===== config.mk =====
export PLATFORM = sky130hd
export DESIGN_NAME = cpu_fetch
export DESIGN_NICKNAME = d
export VERILOG_FILES = /design/src/rtl/cpu_fetch.sv
export SDC_FILE = /design/constraint.sdc
export NUM_CORES = 1
export LEC_CHECK = 0
export CAP_MARGIN = 20
export CELL_PAD_IN_SITES_DETAIL_PLACEMENT = 1
export CELL_PAD_IN_SITES_GLOBAL_PLACEMENT = 2
export CORE_MARGIN = 8
export CORE_UTILIZATION = 39
export CTS_CLUSTER_SIZE = 40
export DETAILED_ROUTE_END_ITERATION = 7
export DONT_BUFFER_PORTS = 1
export GPL_TIMING_DRIVEN = 0
export PLACE_DENSITY_LB_ADDON = 0.1
export SLEW_MARGIN = 10
export SYNTH_ARGS = -nofsm -noshare
export SYNTH_HDL_FRONTEND = slang
export SYNTH_SLANG_ARGS = --single-unit

===== constraint.sdc =====
create_clock -name i_clock -period 3.95 [get_ports i_clock]
set_input_delay 0.1975 -clock i_clock [delete_from_list [all_inputs] [get_ports i_clock]]
set_output_delay 0.1975 -clock i_clock [all_outputs]
set_load 0.01 [all_outputs]

===== src/rtl/cpu_fetch.sv =====
// rtl/cpu_fetch.sv - Rv32H instruction fetch stage with tagged issue and branch wait.
module cpu_fetch #(
  parameter logic [31:0] RESET_VECTOR = 32'h00000000,
  parameter int          TAG_WIDTH    = 8
) (
  input  logic                 i_clock,
  input  logic                 i_reset,
  input  logic                 i_stall,
  output logic                 o_bus_request,
  output logic [31:0]          o_bus_address,
  input  logic                 i_bus_ready,
  input  logic [31:0]          i_bus_rdata,
  input  logic [TAG_WIDTH-1:0] i_branch_tag,
  input  logic [31:0]          i_branch_pc,
  output logic [TAG_WIDTH-1:0] o_tag,
  output logic [31:0]          o_instruction,
  output logic [31:0]          o_pc
);

  typedef enum logic [1:0] {FETCH, ISSUE, WAIT_BRANCH} state_t;

  localparam logic [31:0] WORD_MASK = 32'hFFFF_FFFC;

  state_t               state;
  logic [31:0]          pc;
  logic [31:0]          ibuf;
  logic                 pending;
  logic [TAG_WIDTH-1:0] branch_tag;

  logic                 slot_free;
  logic [TAG_WIDTH-1:0] tag_inc;
  logic [TAG_WIDTH-1:0] next_tag;
  logic                 is_control_flow;
  logic [31:0]          pc_plus4;
  logic [31:0]          redirect_pc;

  always_comb begin
    slot_free       = !pending || !i_stall;
    tag_inc         = o_tag + TAG_WIDTH'(1);
    // Tag 0 is reserved for "nothing issued", so the counter skips it on wrap.
    next_tag        = (tag_inc == '0) ? TAG_WIDTH'(1) : tag_inc;
    is_control_flow = (ibuf[6:0] == 7'b1100011) ||
                      (ibuf[6:0] == 7'b1101111) ||
                      (ibuf[6:0] == 7'b1100111);
    pc_plus4        = pc + 32'd4;
    redirect_pc     = i_branch_pc & WORD_MASK;
  end

  always_ff @(posedge i_clock) begin
    if (i_reset) begin
      state         <= FETCH;
      pc            <= RESET_VECTOR;
      ibuf          <= '0;
      pending       <= 1'b0;
      branch_tag    <= '0;
      o_tag         <= '0;
      o_bus_request <= 1'b0;
      o_bus_address <= RESET_VECTOR & WORD_MASK;
      o_instruction <= '0;
      o_pc          <= '0;
    end else begin
      // Decode latches on every unstalled edge; an issue below re-arms the slot.
      if (!i_stall) begin
        pending <= 1'b0;
      end
      case (state)
        FETCH: begin
          if (!o_bus_request) begin
            o_bus_request <= 1'b1;
            o_bus_address <= pc & WORD_MASK;
          end else if (i_bus_ready) begin
            ibuf          <= i_bus_rdata;
            o_bus_request <= 1'b0;
            state         <= ISSUE;
          end
        end
        ISSUE: begin
          if (slot_free) begin
            o_instruction <= ibuf;
            o_pc          <= pc;
            o_tag         <= next_tag;
            pending       <= 1'b1;
            if (is_control_flow) begin
              branch_tag <= next_tag;
              state      <= WAIT_BRANCH;
            end else begin
              // Start the next request immediately to sustain two cycles per word.
              pc            <= pc_plus4;
              o_bus_request <= 1'b1;
              o_bus_address <= pc_plus4 & WORD_MASK;
              state         <= FETCH;
            end
          end
        end
        WAIT_BRANCH: begin
          if (i_branch_tag == branch_tag) begin
            pc            <= redirect_pc;
            o_bus_request <= 1'b1;
            o_bus_address <= redirect_pc;
            state         <= FETCH;
          end
        end
        default: state <= FETCH;
      endcase
    end
  end

endmodule


==> results of run 1 <==
## cell type report
cell class	count	area, sq um
Buffer	114	475
Clock buffer	17	425
Clock inverter	15	176
Fill cell	2686	11800
Inverter	13	48.8
Multi-Input combinational cell	829	4680
Sequential cell	174	3480
Tap cell	280	350
Timing Repair Buffer	37	370
## cell usage after synthesis, types with 5 or more instances
| master | number |
|---|---|
| nand2_1 | 251 |
| dfxtp_1 | 174 |
| a21oi_1 | 159 |
| clkbuf_1 | 81 |
| nor2_1 | 53 |
| nand3_1 | 35 |
| o21ai_0 | 31 |
| o31ai_1 | 28 |
| a211oi_1 | 20 |
| a311oi_1 | 20 |
| a31oi_1 | 17 |
| a22oi_1 | 15 |
| xnor2_1 | 15 |
| buf_2 | 14 |
| o311ai_0 | 14 |
| and3_1 | 13 |
| nor3_1 | 13 |
| inv_1 | 12 |
| nand4_1 | 11 |
| buf_1 | 10 |
| nor4_1 | 10 |
| or3_1 | 10 |
| a21boi_0 | 8 |
| ha_1 | 8 |
| and2_1 | 7 |
| o211ai_1 | 7 |
| o31a_1 | 7 |
| and4_1 | 6 |
| o32ai_1 | 6 |
| buf_4 | 5 |
| mux2i_1 | 5 |
## kinds of logic (layout without fill, tap and decap cells)
group	count (synthesis)	count (layout)	share of synthesized area, %
other	1	4	0.0432
and+or+nand+nor	434	434	23.2
adders and majority gates	8	8	1.15
DFF	174	174	40.2
xor gates and xnor gates	18	18	1.82
AOI/OAI and AO/OA	357	357	26.6
muxes	8	8	0.967
buffers and inverters	127	196	6.04
## state kept, by name (all words and copies together), names as in the netlist
| signal | count |
|---|---|
| o_tag | 8 |
| o_instruction | 32 |
| branch_tag | 8 |
| state | 2 |
| o_pc | 30 |
| ibuf | 32 |
| pending | 1 |
| pc | 30 |
| o_bus_request | 1 |
| o_bus_address | 30 |
## routing by layer
layer  global-route usage [%]  part of all wire (%)  routed length (microns)
met4                     10.6                   2.9                     1010
met5                        0                 0.031                       11
met2                     43.9                    48                    17200
met1                     31.3                    41                    14600
met3                     6.67                   7.6                     2700
## power by group
| part | switching (W) | total (W) | internal [W] | leakage [nW] |
|---|---|---|---|---|
| Sequential | 0.000115 | 0.00197 | 0.00185 | 1.41 |
| Clock | 0.000878 | 0.00173 | 0.000853 | 0.291 |
| Combinational | 0.000698 | 0.000931 | 0.000233 | 1.46 |
| Total | 0.00169 | 0.00463 | 0.00294 | 3.16 |
## what timing repair did
action | in CTS | in global routing
hold endpoints to repair | 37 | 0
resized for setup | 0 | 0
hold buffers | 37 | 0
## critical path: stages, from the launching register on
cell      delay [ns]
dfxtp_1         0.38
inv_1           0.11
ha_1            0.23
buf_2           0.24
a31oi_1         0.32
nand3_1         0.23
nor2_1          0.80
clkbuf_1        0.62
a311oi_2        0.19
## per-stage QoR
stage | setup WS (ns) | power [W]
floorplan | 1.87 | 0.00253
global placement | 0.783 | 0.00289
detailed placement | 0.784 | 0.00291
CTS | 0.772 | 0.00465
global route | 0.637 | 0.00482
finish | 0.675 | 0.00463
## final timing paths
check / start / to / cells past startpoint
setup / recovery: state[1] / o_bus_address[29] / 8
hold / removal: i_branch_pc[16] / pc[16] / 2
setup reg to reg: state[1] / o_bus_address[29] / 8
hold reg to reg: ibuf[29] / o_instruction[29] / 2
==> out/results.tsv, run 1 <==
stage	metric	value	unit
run_status	status	finished clean	
clock_tree	cts_buffer_depth	2	
detailed_routing	first_pass_iters	7	
logic_synthesis	synth.top_cell.area_share	40.2	%
power	ir_drop	0.000274	V
placement	place_congestion	0.906	
detailed_routing	drc	0	
floorplan	dieHeight	165	microns
sta	finalHoldViolations	0	
clock_tree	cts_made_buffers	17	
power	power_density	463	nW/um^2
logic_synthesis	synth_edf_count	0	
sta	fmax	305	MHz
global_route	overflow	0	
clock_tree	htree_levels	4	
clock_tree	cts.sinks	174	
detailed_routing	vias	8861	
min_path	hold_class	primary input to flop	
sta	finalSetupTns	0	ns
sta	relSlewSlack	33.9	%
logic_synthesis	ys_top_cells_by_area	dfxtp_1 (40%), nand2_1 (11%), a21oi_1 (9.2%), clkbuf_1 (3.5%), o31ai_1 (2.4%)	
logic_synthesis	ys_ff_latch	174	
sta	rsz0062_at_grt	no	
sta	fin_crit_sh	82.9	%
worst_setup_path	crit_path_end_kind	flop	
sta	finalSetupViolations	0	
clock_tree	clock-root-buffer	clkbuf_16	
detailed_routing	drtIter0Drc	547	
logic_synthesis	ys_seq_area_share	40.2	%
detailed_routing	wl_per_cell	24.0	microns
floorplan	dieWidth	165	microns
placement	dp_cells	1410	
logic_synthesis	syn_area_per_cell	7.70	sq um
floorplan	io_pins	181	
logic_synthesis	synth.distinct_cells	69	
clock_tree	clkTransAtPathRegs	0.09	ns
cells_and_area	final_common_cell	nand2_1	
logic_synthesis	synthArstFlopShare	0	%
placement	hpwl	25600	microns
global_route	grt_max_degree	20	
clock_tree	cts_setup_buffers	0	
cells_and_area	stdcell_area	10000	sq um
worst_setup_path	required	4.23	ns
cells_and_area	fin_nets	1270	
floorplan	fp-row-count	54	
worst_setup_path	path_class	flop to flop	
worst_setup_path	cp.arrival	3.55	ns
global_route	antenna_found_initial	1	
clock_tree	clock_latency	0.44	ns
power	power_leakage	3.16	nW
cells_and_area	final_cells	1479	
global_route	grt_first_pass_wirelength	54400	microns
worst_setup_path	worstPathMaxFanout	10	
logic_synthesis	netlist_area	8670	sq um
logic_synthesis	ys_warn_count	0	
floorplan	die-area	27300	sq um
detailed_routing	wl	35500	microns
worst_setup_path	critPathLaunchType	flop	
worst_setup_path	rrSetupSlack	0.67	ns
sta	worstMarginPinSlew	0.988	ns
floorplan	start_util	39.7	%
sta	period_needed	3.28	ns
cells_and_area	syn_to_final_growth	15.4	%
global_route	grt_pass1_vias	9160	
floorplan	coreArea	21800	sq um
logic_synthesis	synth_cells	1127	
sta	finClkSkew	0.0169	ns
cells_and_area	drive_gt1_share	6.92	%
cells_and_area	utilization	45.9	%
cells_and_area	layout_common_cells	nand2_1 (251), dfxtp_1 (174), a21oi_1 (159)	
detailed_routing	routed_via_density	5.99	
flow_run	cap_violations	0	
sta	whs	0.00690	ns
sta	slew_violations	0	
logic_synthesis	ys.flop_type	dfxtp_1	
placement	numPortBuffers	0	
clock_tree	cts_tree	done	
logic_synthesis	yosys.area.top_type	dfxtp_1	
placement	placed_area	9030	sq um
global_route	grtUsageTotal	26.1	%
detailed_routing	ant_nets	0	
cells_and_area	antennaDiodeCount	0	
Power figures use the tool's default switching activity.
==> run 2, diff against run 1 <==
--- a/config.mk
+++ b/config.mk
@@ -5,11 +5,12 @@
 export SDC_FILE = /design/constraint.sdc
 export NUM_CORES = 1
 export LEC_CHECK = 0
+export ABC_AREA = 1
 export CAP_MARGIN = 20
 export CELL_PAD_IN_SITES_DETAIL_PLACEMENT = 1
 export CELL_PAD_IN_SITES_GLOBAL_PLACEMENT = 2
 export CORE_MARGIN = 8
-export CORE_UTILIZATION = 39
+export CORE_UTILIZATION = 31
 export CTS_CLUSTER_SIZE = 40
 export DETAILED_ROUTE_END_ITERATION = 7
 export DONT_BUFFER_PORTS = 1
==> constraint.sdc (replaced) <==
create_clock -name i_clock -period 2.6 [get_ports i_clock]
set_input_delay 0.13 -clock i_clock [delete_from_list [all_inputs] [get_ports i_clock]]
set_output_delay 0.13 -clock i_clock [all_outputs]
set_load 0.01 [all_outputs]
==> run 2 against run 1 <==
Clock power rose by 55%. Synthesized cell count grew 12%. Worst hold slack better by 0.0090 ns. Sequential share of layout area is 0.27 points higher. Final cell count increased by 14%. Core utilization fell by 8.7 points. Die area increased by 19%. Routed wire length is 4.0% lower. Clock skew is essentially flat. Via count is 5.6% lower. Critical path depth did not move.
==> out/results.tsv, run 2 <==
stage	metric	value	unit
power	clock_power_share	21.8	%
power	ir_drop	0.000552	V
detailed_routing	wl	34100	microns
worst_setup_path	cpPeakStageDelay	0.60	ns
clock_tree	htree_levels	4	
cells_and_area	multi_input_comb_area	4130	sq um
clock_tree	cts_setup_buffers	0	
power	power_density	1240	nW/um^2
detailed_routing	drc	0	
min_path	hold_class	primary input to flop	
floorplan	start_util	31.4	%
sta	worstMarginPinSlew	0.872	ns
cells_and_area	drive_gt1_share	6.47	%
logic_synthesis	ys_ff_latch	174	
logic_synthesis	synth.top_cell.area_share	41.5	%
min_path	hold_end	pc[13]	
placement	numPortBuffers	0	
global_route	grt_pass1_vias	8721	
worst_setup_path	path_class	flop to flop	
sta	fin_crit_sh	90.7	%
floorplan	dieHeight	180	microns
sta	finalSetupViolations	0	
sta	period_needed	2.36	ns
worst_setup_path	timing.rr.end	o_bus_address[30]	
power	p_comb_share	42.6	%
flow_run	cap_violations	0	
clock_tree	cts_tree	done	
clock_tree	cts_made_buffers	17	
sta	relSlewSlack	41.9	%
logic_synthesis	ys_top_cells_by_area	dfxtp_1 (42%), nand2_1 (14%), a21oi_1 (8.5%), nor2_1 (6.9%), o21ai_0 (6.9%)	
floorplan	die-area	32600	sq um
worst_setup_path	reg2reg_depth	8	
detailed_routing	first_pass_iters	4	
clock_tree	clock-root-buffer	clkbuf_16	
sta	whs	0.0159	ns
logic_synthesis	synthTopCellsByCount	nand2_1 (322), dfxtp_1 (174), nor2_1 (155)	
logic_synthesis	synth_edf_count	0	
placement	hpwl	25500	microns
detailed_routing	routed_via_density	4.96	
power	power_leakage	4.17	nW
cells_and_area	top_regs	ibuf: 32 flops, o_instruction: 32 flops	
min_path	hold_depth	4	
cells_and_area	fin_nets	1415	
detailed_routing	ant_nets	0	
global_route	grtUsageTotal	20.7	%
worst_setup_path	required	2.98	ns
power	p_switching	0.00597	W
cells_and_area	utilization	37.2	%
worst_setup_path	crit_path_end_kind	flop	
logic_synthesis	ys_warn_count	0	
power	swShare	48.4	%
worst_setup_path	critPathLaunchType	flop	
floorplan	io_pins	181	
logic_synthesis	netlist_area	8390	sq um
run_status	status	finished clean	
sta	finalHoldViolations	0	
sta	finClkSkew	0.0165	ns
floorplan	fp-row-count	60	
cells_and_area	ff_latch_area	3480	sq um
global_route	grt_first_pass_wirelength	52700	microns
worst_setup_path	crit_path_top_delay_cell	clkbuf_1	
clock_tree	clock_latency	0.44	ns
worst_setup_path	reg2reg_from	state[1]	
logic_synthesis	synth.distinct_cells	36	
cells_and_area	stdcell_area	9930	sq um
floorplan	dieWidth	180	microns
worst_setup_path	cp.arrival	2.74	ns
cells_and_area	final_common_cell	nand2_1	
power	finalPower	0.0123	W
power	power.internal	0.00636	W
sta	fmax	424	MHz
worst_setup_path	crit_chain	inv_1 > ha_1 > clkbuf_1 > clkbuf_1 > nand2_1 > nand2_1 > a21oi_1 > nor2_1	
power	p_seq_share	35.6	%
detailed_routing	wl_per_cell	20.2	microns
detailed_routing	drtIter0Drc	415	
min_path	hp-start	i_branch_pc[13]	
worst_setup_path	crit_family	buffers and inverters	
global_route	antenna_found_initial	0	
logic_synthesis	synth_most_common_cell	nand2_1	
sta	slew_violations	0	
detailed_routing	vias	8366	
clock_tree	cts_buffer_depth	2	
logic_synthesis	yosys.area.top_type	dfxtp_1	
global_route	grt_max_degree	21	
clock_tree	cts.sinks	174	
logic_synthesis	synthArstFlopShare	0	%
logic_synthesis	ys.flop_type	dfxtp_1	
logic_synthesis	synth_cells	1260	
placement	placed_area	8820	sq um
cells_and_area	layout_common_cells	nand2_1 (322), dfxtp_1 (174), nor2_1 (155)	
clock_tree	clkTransAtPathRegs	0.08	ns
cells_and_area	fillers	3421	
floorplan	coreArea	26700	sq um
logic_synthesis	ys_seq_area_share	41.5	%
global_route	overflow	0	
sta	finalSetupTns	0	ns
worst_setup_path	worst-path-buf-inv	3	
worst_setup_path	rrSetupSlack	0.24	ns
cells_and_area	syn_to_final_growth	18.4	%
logic_synthesis	syn_area_per_cell	6.66	sq um
worst_setup_path	worstPathMaxFanout	10	
sta	rsz0062_at_grt	no	
placement	place_congestion	0.868	
==> run 2: changes by cell type in the layout (fill, tap and decap cells not counted), sizes merged, moves of 15 or more <==
| cell | change |
|---|---|
| a311oi | -21 |
| a211oi | -19 |
| inv | +106 |
| o31ai | -29 |
| clkbuf | -40 |
| nand2 | +75 |
| o311ai | -15 |
| nand3 | +43 |
| o21ai | +90 |
| nor2 | +112 |
==> run 2: kinds of logic (layout without fill, tap and decap cells) <==
logic type	count (synthesis)	after routing	share of synthesized area, %
buf+inv	192	273	9.39
fa+ha+maj	8	8	1.19
other cells	1	5	0.0447
simple gates	587	587	28.8
compound gates	282	282	17.4
xor+xnor	16	16	1.67
flops	174	174	41.5
==> run 2: layout make-up <==
| class | count | share of cell area [%] |
|---|---|---|
| Antenna cell | 1 | 0.0252 |
| Buffer | 75 | 3.53 |
| Clock buffer | 17 | 4.28 |
| Clock inverter | 15 | 1.86 |
| Inverter | 117 | 4.42 |
| Multi-Input combinational cell | 897 | 41.6 |
| Sequential cell | 174 | 35.1 |
| Tap cell | 341 | 4.30 |
| Timing Repair Buffer | 49 | 4.94 |
==> run 2: worst max path at each step <==
stage	startpoint	endpoint	slack, ns	cells after the start
2_1_floorplan	state[0]	o_bus_address[22]	0.80	8
3_3_place_gp	state[0]	o_bus_address[30]	-0.11	8
3_5_place_dp	state[0]	o_bus_address[30]	-0.12	8
4_1_cts	state[0]	o_bus_address[30]	0.08	8
5_1_grt	state[1]	o_bus_address[30]	0.03	8
6_report	state[1]	o_bus_address[30]	0.24	8
==> run 2: what timing repair did <==
item | in CTS | in global routing
hold buffers | 49 | 0
endpoints found under the setup margin | 3 | 2
gates cloned | 0 | 0
endpoints found under the hold margin | 52 | 0
gates resized for setup | 1 | 2
==> run 2: worst reg2reg max path, cell delays in order, from the launching register on <==
cell	delay, ns
dfxtp_1	0.33
inv_1	0.13
ha_1	0.28
clkbuf_1	0.60
clkbuf_1	0.54
nand2_1	0.11
nand2_1	0.08
a21oi_1	0.13
nor2_1	0.11
==> run 2: power groups by stage <==
stage | combinational (W) | clock (W) | sequential, W
4_1_cts | 0.00532 | 0.00275 | 0.00443
6_report | 0.00525 | 0.00269 | 0.00439
2_1_floorplan | 0.00352 | 0 | 0.00419
3_3_place_gp | 0.00516 | 0 | 0.00448
3_5_place_dp | 0.00522 | 0 | 0.00449
5_1_grt | 0.00597 | 0.00286 | 0.00451
==> run 2: per-layer routing <==
| metal | global-route usage, % | vias to the layer above | wire [microns] |
|---|---|---|---|
| li1 | - | 4178 | - |
| met1 | 25.0 | 3989 | 15000 |
| met2 | 35.9 | 172 | 16500 |
| met3 | 5.38 | 27 | 1940 |
| met4 | 5.36 | 0 | 550 |
| met5 | 0 | - | 0 |
==> run 2: stage by stage <==
stage | setup slack (ns) | cells
floorplan | 0.805 | 1263
global placement | -0.110 | 1604
detailed placement | -0.118 | 1604
CTS | 0.0812 | 1685
global route | 0.0343 | 1685
finish | 0.243 | 1686
